$ cat src/rtl/led_pattern_pkg.sv
// led_pattern_pkg
// Shared definitions for the LED pattern engine and its timer helpers.
//   mode_e  : pattern select encoding (binary, scan, gray, blink)
//   clog2w  : counter width helper, never narrower than one bit
package led_pattern_pkg;

  typedef enum logic [1:0] {
    MODE_BIN   = 2'd0,
    MODE_SCAN  = 2'd1,
    MODE_GRAY  = 2'd2,
    MODE_BLINK = 2'd3
  } mode_e;

  // Width able to hold values 0..value-1; a one-state counter still gets a bit.
  function automatic int clog2w(input int value);
    return (value <= 1) ? 1 : $clog2(value);
  endfunction

endpackage

$ cat src/rtl/tick_prescaler.sv
// tick_prescaler
// Divides clk down to a pattern-advance strobe.
//   clk      : clock
//   rst      : synchronous reset, active-high (count returns to 0)
//   enable   : count while high, hold the count while low
//   clear    : synchronous restart of the count from 0
//   tick_out : high in the enabled cycle where the count sits at TICK_CYCLES-1,
//              giving exactly one strobe every TICK_CYCLES enabled cycles
module tick_prescaler
  import led_pattern_pkg::*;
#(
  parameter int TICK_CYCLES = 125000000
) (
  input  logic clk,
  input  logic rst,
  input  logic enable,
  input  logic clear,
  output logic tick_out
);

  localparam int CNT_W = clog2w(TICK_CYCLES);
  localparam logic [CNT_W-1:0] LAST = CNT_W'(TICK_CYCLES - 1);

  logic [CNT_W-1:0] cnt;

  // NOTE: clocked state is always written with non-blocking assignments so
  // every register samples the pre-edge values of its inputs.
  always_ff @(posedge clk) begin
    if (rst || clear) begin
      cnt <= '0;
    end else if (enable) begin
      cnt <= (cnt == LAST) ? '0 : cnt + CNT_W'(1);
    end
  end

  assign tick_out = enable && (cnt == LAST);

endmodule

$ cat src/rtl/led_pattern_gen.sv
// led_pattern_gen
// Programmable LED pattern engine with prescaled auto-advance, single-step,
// four patterns and global PWM brightness.
//   clk    : fabric clock
//   rst    : synchronous reset, active-high
//   mode   : 0 binary, 1 scan (ping-pong one-hot), 2 gray, 3 blink
//   enable : auto-advance on prescaler strobe; 0 pauses
//   step   : one-cycle pulse advancing the pattern once while paused
//   bright : duty = bright / 2^PWM_BITS, saturating at 100%
//   led    : registered LED drive
//   tick   : registered one-cycle pulse marking each pattern advance
module led_pattern_gen
  import led_pattern_pkg::*;
#(
  parameter int NUM_LEDS    = 4,
  parameter int TICK_CYCLES = 125000000,
  parameter int PWM_BITS    = 8
) (
  input  logic                clk,
  input  logic                rst,
  input  logic [1:0]          mode,
  input  logic                enable,
  input  logic                step,
  input  logic [PWM_BITS:0]   bright,
  output logic [NUM_LEDS-1:0] led,
  output logic                tick
);

  localparam int POS_W = clog2w(NUM_LEDS);
  localparam logic [POS_W-1:0] POS_LAST = POS_W'(NUM_LEDS - 1);

  mode_e                mode_q;
  logic [NUM_LEDS-1:0]  bin;      // counter for binary/gray, bit image for blink
  logic [POS_W-1:0]     pos;
  logic                 dir;      // 0 = moving up, 1 = moving down
  logic [PWM_BITS-1:0]  pwm_cnt;

  logic                 adv_auto;
  logic                 mode_change;
  logic                 adv;
  logic                 pwm_on;
  logic [NUM_LEDS-1:0]  pat;
  logic [POS_W-1:0]     pos_nxt;
  logic                 dir_nxt;

  assign mode_change = (mode != mode_q);

  tick_prescaler #(
    .TICK_CYCLES (TICK_CYCLES)
  ) u_prescaler (
    .clk      (clk),
    .rst      (rst),
    .enable   (enable),
    .clear    (mode_change),
    .tick_out (adv_auto)
  );

  // A mode change reloads the start value and swallows any coincident advance.
  assign adv    = (adv_auto || (step && !enable)) && !mode_change;
  assign pwm_on = ({1'b0, pwm_cnt} < bright);

  // Ping-pong: at either end reverse and step inward within the same advance.
  // NOTE: every combinational output gets a default before any branch so no
  // path can leave it unassigned and infer a latch.
  always_comb begin
    pos_nxt = pos;
    dir_nxt = dir;
    if (NUM_LEDS > 1) begin
      if (!dir) begin
        if (pos == POS_LAST) begin
          dir_nxt = 1'b1;
          pos_nxt = pos - POS_W'(1);
        end else begin
          pos_nxt = pos + POS_W'(1);
        end
      end else begin
        if (pos == '0) begin
          dir_nxt = 1'b0;
          pos_nxt = pos + POS_W'(1);
        end else begin
          pos_nxt = pos - POS_W'(1);
        end
      end
    end
  end

  always_comb begin
    pat = bin;
    case (mode_q)
      MODE_SCAN: pat = NUM_LEDS'(1) << pos;
      MODE_GRAY: pat = bin ^ (bin >> 1);
      default:   pat = bin;
    endcase
  end

  always_ff @(posedge clk) begin
    if (rst) begin
      mode_q  <= mode_e'(mode);
      bin     <= '0;
      pos     <= '0;
      dir     <= 1'b0;
      pwm_cnt <= '0;
      led     <= '0;
      tick    <= 1'b0;
    end else begin
      mode_q  <= mode_e'(mode);
      pwm_cnt <= pwm_cnt + PWM_BITS'(1);
      tick    <= adv;
      led     <= pat & {NUM_LEDS{pwm_on}};
      if (mode_change) begin
        bin <= '0;
        pos <= '0;
        dir <= 1'b0;
      end else if (adv) begin
        case (mode_q)
          MODE_SCAN: begin
            pos <= pos_nxt;
            dir <= dir_nxt;
          end
          MODE_BLINK: bin <= ~bin;
          default:    bin <= bin + NUM_LEDS'(1);
        endcase
      end
    end
  end

endmodule

$ cat config.mk
export PLATFORM = sky130hd
export DESIGN_NAME = led_pattern_gen
export DESIGN_NICKNAME = d
export VERILOG_FILES = /design/src/rtl/led_pattern_pkg.sv /design/src/rtl/tick_prescaler.sv /design/src/rtl/led_pattern_gen.sv
export SDC_FILE = /design/constraint.sdc
export NUM_CORES = 1
export LEC_CHECK = 0
export CAP_MARGIN = 0
export CORE_MARGIN = 5
export CORE_UTILIZATION = 55
export DETAILED_ROUTE_END_ITERATION = 7
export PLACE_DENSITY = 0.76
export SYNTH_ARGS = -nofsm -noshare
export SYNTH_HDL_FRONTEND = slang
export SYNTH_SLANG_ARGS = --single-unit
$ cat constraint.sdc
create_clock -name clk -period 2.8 [get_ports clk]
set_input_delay 0.56 -clock clk [delete_from_list [all_inputs] [get_ports clk]]
set_output_delay 0.56 -clock clk [all_outputs]
set_load 0.01 [all_outputs]
==> metrics.cfg, run 1 <==
[finish]
fin_cells = 374
drive_gt1_share_pct = 7.19
seqCellArea_um2 = 981
fillers = 409
nets = 348
utilization_pct = 61.9
area_growth_pct = 10.3
design_area_um2 = 2890
multi_input_area_um2 = 1460
antenna_cells = 0

[global_route]
grt_max_degree = 15
antenna_found_initial = 0
grt-ovfl-total = 0
grt_usage_pct = 17.3
grt_pass1_wl_um = 8800
grt_pass1_vias = 2021

[place]
dp_cells = 366
gp_congestion = 0.871
dp_slack_ns = 0.137
place_area_um2 = 2800
port_buffers = 19
dpl.hpwl_um = 3790

[clock_tree]
post_cts_resize_count = 0
htreeDepth = 2
clk_pin_slew_worst_paths_ns = 0.08
clock_latency_ns = 0.30
cts_setup_buffers = 0
numCtsBuffers = 5
cts_tree = done
clock_sinks = 49
clockRootBuffer = clkbuf_8
clk_path_buf_depth = 2
hold_buffers = 0

[setup_path]
arrival_ns = 2.55
cp_max_fo = 13
critPathCaptureType = flip-flop
required_ns = 2.99
cp-start-kind = flip-flop
crit_type = reg -> reg

[pwr]
ir_worst_vdd_mv = 0.234
power_mw = 1.22
combPwrFrac_pct = 8.4
internal_power_mw = 0.929
power_density_nw_per_um2 = 421
p_seq_share_pct = 58.4
switching_share_pct = 23.6
pwr-share-clk_pct = 33.2
p_sw_mw = 0.287
p_leak_nw = 0.972

[drt]
wl_per_cell_um = 13.7
drc = 0
via_per_inst = 5.73
drt_pass1_iterations = 4
routed_wl_um = 5110
vias = 2144
final_antenna_net_count = 0
drt_iter0_markers = 100

[timing]
tightest_slew_ns = 0.538
hold_violations = 0
finalClockSkew_ns = 0.00891
slew_headroom_pct = 63.8
setup_violations = 0
fin_crit_ns = 2.35
grt_setup_unrepaired = no
fmax_mhz = 425
post-route-period-util_pct = 84.1
final.setup.tns_ns = 0
maxSlewViolCount = 0
setup_ws_ns = 0.445
holdWs_ns = 0.472

[synthesis]
ys_ff_latch = 49
ys_async_sr_fraction_pct = 0
yosysWarnings = 0
synth_edf_count = 0
ys_types = 51
synth_ff_type = dfxtp_1
synth_fp_nets = 329
syn_area_um2 = 2620
ys_seq_area_share_pct = 37.5
syn-instance-count = 300
syn_area_per_cell_um2 = 8.72

[floorplan]
die_width_um = 79.0
dieArea_um2 = 6230
row_count = 25
pin_count = 20
start_util_pct = 56.1
die_h_um = 79.0
core_area_um2 = 4660

[run]
maxCapViolCount = 0

[status]
status = complete, no violations

[min_path]
min_path_type = reg -> reg

[synth_stat cells, types with 2 or more instances]
library cell  count  area [um^2]
and3_1            4         25.0
nand4_1           7         43.8
clkbuf_8          2         27.5
or4b_1            2         20.0
nand3_1          16         80.1
a31oi_1           2         12.5
nor2_1           43          161
o22ai_1           2         12.5
xnor2_1          23          201
a21o_1            2         15.0
inv_1            17         63.8
xor2_1            8         70.1
a211oi_1          3         22.5
and4_1            3         26.3
nor3b_1           3         22.5
a21oi_1          12         60.1
nand2b_1          4         25.0
a221oi_1          2         17.5
ha_1             14          175
o31ai_1           3         22.5
o21ai_0           4         20.0
mux2i_1           2         20.0
buf_6             5         56.3
or2_2             3         18.8
nand3b_1          2         15.0
nor2b_1           2         12.5
o41ai_1           3         26.3
clkbuf_1          2         7.51
buf_2             2         10.0
nor3_1           12         60.1
nand2_1          21         78.8
dfxtp_1          49          981
nand4b_1          3         26.3
[cell usage in the layout, fill, tap and decap left out, types with 3 or more instances in the layout]
cell type and n:
nand3_1 16, o21ai_0 4, or2_2 3, nor3_1 12, and4_1 3, o41ai_1 3
a21oi_1 12, inv_1 17, nor2_1 43, nand4b_1 3, nand2_1 21, a211oi_1 3
nor3b_1 3, o31ai_1 3, nand4_1 7, xnor2_1 23, clkbuf_8 5, buf_4 4
xor2_1 8, and3_1 4, nand2b_1 4, ha_1 14, dfxtp_1 49, clkdlybuf4s50_1 19
[kinds of logic after synthesis]
logic type                 synth area share, %
DFF                                       37.5
xor gates and xnor gates                  10.4
adders and majority gates                 6.70
AOI/OAI and AO/OA                         11.2
muxes                                    0.766
buffers and inverters                     6.56
and+or+nand+nor                           26.8
[per-layer routing]
layer / GRT usage, % / wire [um] / vias up
met4: 6.01 / 114 / 0
li1: - / - / 1089
met1: 21.2 / 2350 / 987
met2: 29.0 / 2410 / 54
met3: 4.76 / 240 / 14
met5: 0 / 0 / -
[worst paths after layout]
kind                                    from                               end  slack [ns]  cells past startpoint
max          u_prescaler.cnt[0]$_SDFFE_PP0P_  u_prescaler.cnt[25]$_SDFFE_PP0P_        0.45                      7
min                    pwm_cnt[0]$_SDFF_PP0_             pwm_cnt[0]$_SDFF_PP0_        0.47                      1
max reg2reg  u_prescaler.cnt[0]$_SDFFE_PP0P_  u_prescaler.cnt[25]$_SDFFE_PP0P_        0.45                      7
min reg2reg            pwm_cnt[0]$_SDFF_PP0_             pwm_cnt[0]$_SDFF_PP0_        0.47                      1
[power groups by stage]
stage / registers [mW] / clock network [mW] / logic, mW
5_1_grt: 0.712 / 0.452 / 0.112
3_3_place_gp: 0.727 / 0 / 0.0996
4_1_cts: 0.710 / 0.420 / 0.103
3_5_place_dp: 0.727 / 0 / 0.102
2_1_floorplan: 0.726 / 0 / 0.0713
6_report: 0.710 / 0.403 / 0.102
[worst max-delay path, cell delays in order, from the launching register on]
cell,delay (ns)
dfxtp_1,0.42
ha_1,0.24
and4b_2,0.23
nand4_1,0.16
or4_1,0.73
o21ai_4,0.19
buf_4,0.22
nor2_1,0.06
[cell type report]
cell class	instances	share of cell area (%)
flip-flops and latches	49	34.0
clock inverters	1	0.260
repair buffers	23	7.63
inverters	18	2.43
clock buffers	7	2.65
well taps	54	2.34
multi-input cells	222	50.7
[sequential cells by signal, indices dropped and copies added (netlist names)]
name             cells
bin                  4
dir                  1
u_prescaler.cnt     27
pos                  2
pwm_cnt              8
led                  4
tick                 1
mode_q               2
Note: power is estimated with default switching activity, not from simulation.
==> inputs of run 2 (changes only) <==
- clock period: 2.8 -> 2.25 ns (I/O delays scaled with it)
==> run 2 against run 1 <==
  * Die area did not move
  * First-iteration DRC count rose by 54%
  * Sequential share of layout area fell by 1.8 points
  * Hold slack got worse by 0.0089 ns
  * Worst setup slack got worse by 0.35 ns
  * Critical path depth did not move
  * Sequential power rose by 24%
  * Largest power group unchanged
  * Critical path type is now in -> reg
  * Design area rose by 5.7%
==> metrics.cfg, run 2 (same netlist as run 1, synthesis figures left out) <==
[finish]
seqCellArea_um2 = 981  ; unchanged
design_area_um2 = 3050  ; was 2890 um^2
multi_input_area_um2 = 1460  ; unchanged
fillers = 404  ; was 409
final_common_cell = dfxtp_1  ; unchanged
largest_registers = u_prescaler.cnt x27, pwm_cnt x8  ; unchanged
nets = 365  ; was 348
drive_gt1_share_pct = 12.5  ; was 7.19%
largest-register = u_prescaler.cnt  ; unchanged
antenna_cells = 0  ; unchanged
largest_register_ff_count = 27  ; unchanged
area_growth_pct = 16.6  ; was 10.3%
fin_cells = 391  ; was 374
final_cell_mix = dfxtp_1, nor2_1, xnor2_1  ; unchanged

[setup_path]
cp_max_fo = 8  ; was 13
arrival_ns = 2.34  ; was 2.55 ns
slowest_stage = clkdlybuf4s50_1  ; was or4_1
required_ns = 2.44  ; was 2.99 ns
r2r_start = u_prescaler.cnt[0]$_SDFFE_PP0P_  ; unchanged
crit_type = in -> reg  ; was reg -> reg
slowest_delay_ns = 0.54  ; was 0.73 ns
crit_path_cell_trace = clkdlybuf4s50_1 -> inv_4 -> or4_4 -> a2bb2oi_2 -> buf_4 -> o41ai_1 -> a21oi_1  ; was ha_1 -> and4b_2 -> nand4_1 -> or4_1 -> o21ai_4 -> buf_4 -> nor2_1
r2r_setup_slack_ns = 0.11  ; was 0.45 ns
timing.rr.end = u_prescaler.cnt[25]$_SDFFE_PP0P_  ; unchanged
path_buf_inv = 3  ; was 1
cp-start-kind = input port  ; was flip-flop
critical_path.top_delay_family = buffers and inverters  ; was simple AND/OR/NAND/NOR gates
reg2reg_depth = 7  ; unchanged
critPathCaptureType = flip-flop  ; unchanged

[drt]
wl_met2_um = 2500  ; was 2410 um
drt_pass1_iterations = 4  ; unchanged
wl_met3_um = 265  ; was 240 um
drc = 0  ; unchanged
wl_per_cell_um = 13.6  ; was 13.7 um
final_antenna_net_count = 0  ; unchanged
maxUsedRoutingLayer = met4  ; unchanged
drt_iter0_markers = 154  ; was 100
vias = 2203  ; was 2144
met1Wirelength_um = 2430  ; was 2350 um
routed_wl_um = 5330  ; was 5110 um
via_per_inst = 5.63  ; was 5.73

[floorplan]
die_h_um = 79.0  ; unchanged
start_util_pct = 56.1  ; unchanged
pin_count = 20  ; unchanged
die_width_um = 79.0  ; unchanged
core_area_um2 = 4660  ; unchanged
row_count = 25  ; unchanged
dieArea_um2 = 6230  ; unchanged

[min_path]
hold_end = pwm_cnt[0]$_SDFF_PP0_  ; unchanged
min_path_type = reg -> reg  ; unchanged
hold-path-cell-count = 1  ; unchanged
min_from = pwm_cnt[0]$_SDFF_PP0_  ; unchanged

[place]
port_buffers = 19  ; unchanged
gp_congestion = 0.907  ; was 0.871
dp_slack_ns = -0.215  ; was 0.137 ns
dp_cells = 383  ; was 366
place_area_um2 = 2930  ; was 2800 um^2
dpl.hpwl_um = 3870  ; was 3790 um

[clock_tree]
htreeDepth = 2  ; unchanged
clock_sinks = 49  ; unchanged
post_cts_resize_count = 0  ; unchanged
cts_tree = done  ; unchanged
hold_buffers = 0  ; unchanged
numCtsBuffers = 5  ; unchanged
clock_latency_ns = 0.31  ; was 0.30 ns
clk_pin_slew_worst_paths_ns = 0.09  ; was 0.08 ns
cts_setup_buffers = 0  ; unchanged
clk_path_buf_depth = 2  ; unchanged
clockRootBuffer = clkbuf_8  ; unchanged

[pwr]
p_sw_mw = 0.382  ; was 0.287 mW
p_leak_nw = 1.07  ; was 0.972 nW
combPwrFrac_pct = 8.4  ; about the same
p_seq_share_pct = 52.3  ; was 58.4%
internal_power_mw = 1.31  ; was 0.929 mW
power_density_nw_per_um2 = 554  ; was 421 nW/um^2
switching_share_pct = 22.6  ; was 23.6%
ir_worst_vdd_mv = 0.331  ; was 0.234 mV
pwr-share-clk_pct = 39.3  ; was 33.2%

[timing]
holdWs_ns = 0.464  ; was 0.472 ns
slew_headroom_pct = 64.4  ; was 63.8%
post-route-period-util_pct = 95.7
finalClockSkew_ns = 0.00563  ; was 0.00891 ns
setup_violations = 0  ; unchanged
fmax_mhz = 464
tightest_slew_ns = 0.529  ; was 0.538 ns
hold_violations = 0  ; unchanged
fin_crit_ns = 2.15
grt_setup_unrepaired = no  ; unchanged
maxSlewViolCount = 0  ; unchanged
final.setup.tns_ns = 0  ; unchanged
setup_ws_ns = 0.0971  ; was 0.445 ns

[global_route]
antenna_found_initial = 0  ; unchanged
grt_usage_pct = 18.6  ; was 17.3%
grt_max_degree = 16  ; was 15
grt-ovfl-total = 0  ; unchanged
grt_pass1_wl_um = 9260  ; was 8800 um
grt_pass1_vias = 2167  ; was 2021

[run]
maxCapViolCount = 0  ; unchanged

[status]
status = complete, no violations  ; unchanged

run 2: changes by cell type in the layout (fill, tap and decap cells not counted):
cell	before	now
bufinv_16	0	1
o311ai_0	1	0
clkbuf_1	2	0
buf_4	4	21
o311ai_1	0	1
clkbuf_8	5	6
run 2: metal layers:
metal	up-vias	GRT usage, %
met1	1017	21.8
met2	57	32.4
li1	1116	-
met4	0	7.90
met5	-	0
met3	13	4.31
run 2: layout make-up:
cell class                 instances  share of cell area, %
inverter                          18                   2.30
timing repair buffer              40                   11.4
multi-input combinational        222                   48.0
clock inverter                     2                   1.23
clock buffer                       6                   2.71
sequential                        49                   32.2
tap                               54                   2.22
run 2: worst max path at each step:
stage	endpoint	from	slack, ns	depth (start not counted)
floorplan	u_prescaler.cnt[26]$_SDFFE_PP0P_	u_prescaler.cnt[0]$_SDFFE_PP0P_	0.21	8
global placement	bin[3]$_SDFFE_PP0P_	enable	-0.18	6
detailed placement	bin[3]$_SDFFE_PP0P_	enable	-0.22	7
CTS	bin[3]$_SDFFE_PP0P_	enable	0.09	7
global route	bin[3]$_SDFFE_PP0P_	enable	0.001	7
finish	bin[3]$_SDFFE_PP0P_	enable	0.1	7
run 2: per-stage QoR:
step                total power, mW  util, %
finish                         1.69     65.4
global route                   1.76     65.4
CTS                            1.70     65.4
detailed placement             1.04     62.8
global placement               1.04     62.8
floorplan                     0.992        -
run 2: power by group through the flow:
| stage | logic (mW) | registers (mW) | clock network, mW |
|---|---|---|---|
| after CTS | 0.142 | 0.884 | 0.672 |
| after floorplan | 0.0888 | 0.903 | 0 |
| final | 0.142 | 0.883 | 0.663 |
| after global routing | 0.160 | 0.885 | 0.714 |
| after global placement | 0.138 | 0.903 | 0 |
| after detailed placement | 0.141 | 0.904 | 0 |
==> inputs of run 3 (changes only) <==
- ABC_AREA: not set -> 1
- PLACE_DENSITY: 0.76 -> 0.75
==> run 3 against run 2 <==
  * Critical path type is now reg -> reg
  * Sequential share of layout area down 2.1 points
  * Design area up 7.1%
  * Non-clock buffer count down 15
  * Clock power down 2%
  * Worst setup slack better by 0.34 ns
  * Sequential power up 0.6%
  * Fmax up 18%
  * Register-to-register slack better by 0.32 ns
==> metrics.cfg, run 3 <==
[status]
status = complete, no violations  ; unchanged

[floorplan]
row_count = 26  ; was 25
pin_count = 20  ; unchanged
dieArea_um2 = 6760  ; was 6230 um^2
core_area_um2 = 5070  ; was 4660 um^2
start_util_pct = 56.5  ; was 56.1%
die_h_um = 82.2  ; was 79.0 um
die_width_um = 82.2  ; was 79.0 um

[clock_tree]
hold_buffers = 0  ; unchanged
clk_pin_slew_worst_paths_ns = 0.08  ; was 0.09 ns
clock_latency_ns = 0.30  ; was 0.31 ns
htreeDepth = 2  ; unchanged
clk_path_buf_depth = 2  ; unchanged
post_cts_resize_count = 0  ; unchanged
cts_setup_buffers = 0  ; unchanged
numCtsBuffers = 5  ; unchanged
cts_tree = done  ; unchanged
clockRootBuffer = clkbuf_8  ; unchanged
clock_sinks = 49  ; unchanged

[min_path]
min_from = pwm_cnt[7]$_SDFF_PP0_  ; was pwm_cnt[0]$_SDFF_PP0_
hold-path-cell-count = 2  ; was 1
min_path_type = reg -> reg  ; unchanged
hold_end = pwm_cnt[7]$_SDFF_PP0_  ; was pwm_cnt[0]$_SDFF_PP0_

[synthesis]
synth_top_area_share_pct = 34.2  ; was 37.5%
ys_ff_latch = 49  ; unchanged
ys_types = 31  ; was 51
syn_area_um2 = 2870  ; was 2620 um^2
synth_fp_nets = 474  ; was 329
synth_top_area_cell = dfxtp_1  ; unchanged
synthTopCellsByArea = dfxtp_1, nand2_1, nor2_1  ; was dfxtp_1, xnor2_1, ha_1
ys_seq_area_share_pct = 34.2  ; was 37.5%
yosys-top-cells-count = nand2_1, nor2_1, inv_1, dfxtp_1, a21oi_1  ; was dfxtp_1, nor2_1, xnor2_1, nand2_1, inv_1
yosysWarnings = 0  ; unchanged
ys_async_sr_fraction_pct = 0  ; unchanged
syn-instance-count = 445  ; was 300
synth_edf_count = 0  ; unchanged
synth_ff_type = dfxtp_1  ; unchanged
yosysMostFrequentCell = nand2_1  ; was dfxtp_1
syn_area_per_cell_um2 = 6.45  ; was 8.72 um^2

[timing]
hold_violations = 0  ; unchanged
tightest_slew_ns = 0.340  ; was 0.529 ns
final.setup.tns_ns = 0  ; unchanged
maxSlewViolCount = 0  ; unchanged
fmax_mhz = 550  ; was 464 MHz
grt_setup_unrepaired = no  ; unchanged
finalClockSkew_ns = 0.00531  ; was 0.00563 ns
post-route-period-util_pct = 80.8  ; was 95.7%
slew_headroom_pct = 77.1  ; was 64.4%
fin_crit_ns = 1.82  ; was 2.15 ns
setup_violations = 0  ; unchanged

[pwr]
switching_share_pct = 22.7  ; was 22.6%
combPwrFrac_pct = 9.3  ; was 8.4%
power_density_nw_per_um2 = 519  ; was 554 nW/um^2
p_seq_share_pct = 52.5  ; was 52.3%
p_sw_mw = 0.385  ; was 0.382 mW
p_leak_nw = 1.28  ; was 1.07 nW
ir_worst_vdd_mv = 0.422  ; was 0.331 mV
pwr-share-clk_pct = 38.3  ; was 39.3%
internal_power_mw = 1.31  ; about the same

[finish]
largest-register = u_prescaler.cnt  ; unchanged
nets = 499  ; was 365
largest_registers = u_prescaler.cnt x27, pwm_cnt x8  ; unchanged
fin_cells = 541  ; was 391
area_growth_pct = 13.8  ; was 16.6%
antenna_cells = 0  ; unchanged
final_common_cell = nand2_1  ; was dfxtp_1
largest_register_ff_count = 27  ; unchanged
drive_gt1_share_pct = 5.10  ; was 12.5%
final_cell_mix = nand2_1, nor2_1, inv_1  ; was dfxtp_1, nor2_1, xnor2_1

[global_route]
antenna_found_initial = 0  ; unchanged
grt_max_degree = 18  ; was 16
grt_usage_pct = 20.5  ; was 18.6%
grt_pass1_wl_um = 10800  ; was 9260 um
grt-ovfl-total = 0  ; unchanged
grt_pass1_vias = 2447  ; was 2167

[place]
dpl.hpwl_um = 4850  ; was 3870 um
dp_cells = 533  ; was 383
port_buffers = 19  ; unchanged
gp_congestion = 0.951  ; was 0.907

[setup_path]
arrival_ns = 2.02  ; was 2.34 ns
critPathCaptureType = flip-flop  ; unchanged
cp_max_fo = 13  ; was 8
crit_type = reg -> reg  ; was in -> reg
reg2reg_depth = 9  ; was 7
cp-start-kind = flip-flop  ; was input port
r2r_start = u_prescaler.cnt[1]$_SDFFE_PP0P_  ; was u_prescaler.cnt[0]$_SDFFE_PP0P_
required_ns = 2.46  ; was 2.44 ns
r2r_setup_slack_ns = 0.43  ; was 0.11 ns
timing.rr.end = tick$_SDFF_PP0_  ; was u_prescaler.cnt[25]$_SDFFE_PP0P_

[drt]
vias = 2695  ; was 2203
wl_per_cell_um = 11.5  ; was 13.6 um
routed_wl_um = 6230  ; was 5330 um
drt_iter0_markers = 163  ; was 154
drc = 0  ; unchanged
final_antenna_net_count = 0  ; unchanged
via_per_inst = 4.98  ; was 5.63
drt_pass1_iterations = 4  ; unchanged

[run]
maxCapViolCount = 0  ; unchanged

==> run 3: changes by cell type after synthesis, sizes merged, moves of 4 or more <==
cell,previous run,this run
a21oi,12,26
and3,5,1
buf,7,3
inv,18,64
nand2,21,116
nand2b,4,0
nand3,16,25
nor2,43,76
nor3,12,17
o21ai,5,15
xnor2,23,6
==> run 3: critical path, cell delays in order, from the launching register on <==
cell and delay [ns]:
dfxtp_1 0.37, ha_1 0.21, nand3_1 0.19, inv_1 0.13, nand2_1 0.06, nor2_1 0.10, nand2_1 0.06, nand2_2 0.22
inv_1 0.18, nor4_1 0.20
==> run 3: cells by family (layout without fill, tap and decap cells) <==
family          after synthesis  count (layout)  synth area share [%]
compound gates               48              48                  8.90
fa+ha+maj                    14              14                  6.11
flops                        49              49                  34.2
buf+inv                      71              97                  9.86
xor+xnor                     12              12                  3.66
simple gates                251             251                  37.3
==> run 3: power by group through the flow <==
stage / clock network (mW) / logic (mW) / registers [mW]
floorplan: 0 / 0.0914 / 0.909
global placement: 0 / 0.154 / 0.909
detailed placement: 0 / 0.157 / 0.909
CTS: 0.666 / 0.158 / 0.889
global route: 0.707 / 0.178 / 0.891
finish: 0.648 / 0.157 / 0.888
==> run 3: metal layers <==
metal  part of all wire [%]  vias to the layer above  GRT usage [%]
li1                       -                     1459              -
met5                      0                        -              0
met3                    4.7                        4           3.36
met2                     47                       49           35.6
met4                   0.80                        0           5.65
met1                     48                     1183           26.1
==> run 3: worst max-delay path by stage <==
stage | start | to | slack, ns | depth (start not counted)
floorplan | u_prescaler.cnt[1]$_SDFFE_PP0P_ | bin[2]$_SDFFE_PP0P_ | 0.83 | 11
global placement | bright[6] | led[0]$_SDFF_PP0_ | 0.26 | 8
detailed placement | bright[6] | led[2]$_SDFF_PP0_ | 0.22 | 8
CTS | u_prescaler.cnt[1]$_SDFFE_PP0P_ | tick$_SDFF_PP0_ | 0.41 | 9
global route | u_prescaler.cnt[1]$_SDFFE_PP0P_ | dir$_SDFFE_PP0P_ | 0.25 | 11
finish | u_prescaler.cnt[1]$_SDFFE_PP0P_ | tick$_SDFF_PP0_ | 0.43 | 9
==> run 3: metrics by stage <==
step / area (um^2) / hold WS (ns) / power, mW / setup slack (ns) / util [%]
global placement: 3150 / 0.460 / 1.06 / 0.259 / 62.1
finish: 3270 / 0.481 / 1.69 / 0.433 / 64.3
detailed placement: 3150 / 0.472 / 1.07 / 0.222 / 62.1
global route: 3270 / 0.526 / 1.78 / 0.249 / 64.3
floorplan: 2870 / 0.430 / 1.00 / 0.829 / -
CTS: 3270 / 0.486 / 1.71 / 0.415 / 64.3
==> run 3: area by class of cell <==
class                      count  area [um^2]
tap                           70         87.6
sequential                    49          981
clock inverter                 1         30.0
multi-input combinational    325         1610
fill                         504         1810
inverter                      64          240
timing repair buffer          25          235
clock buffer                   7         86.3
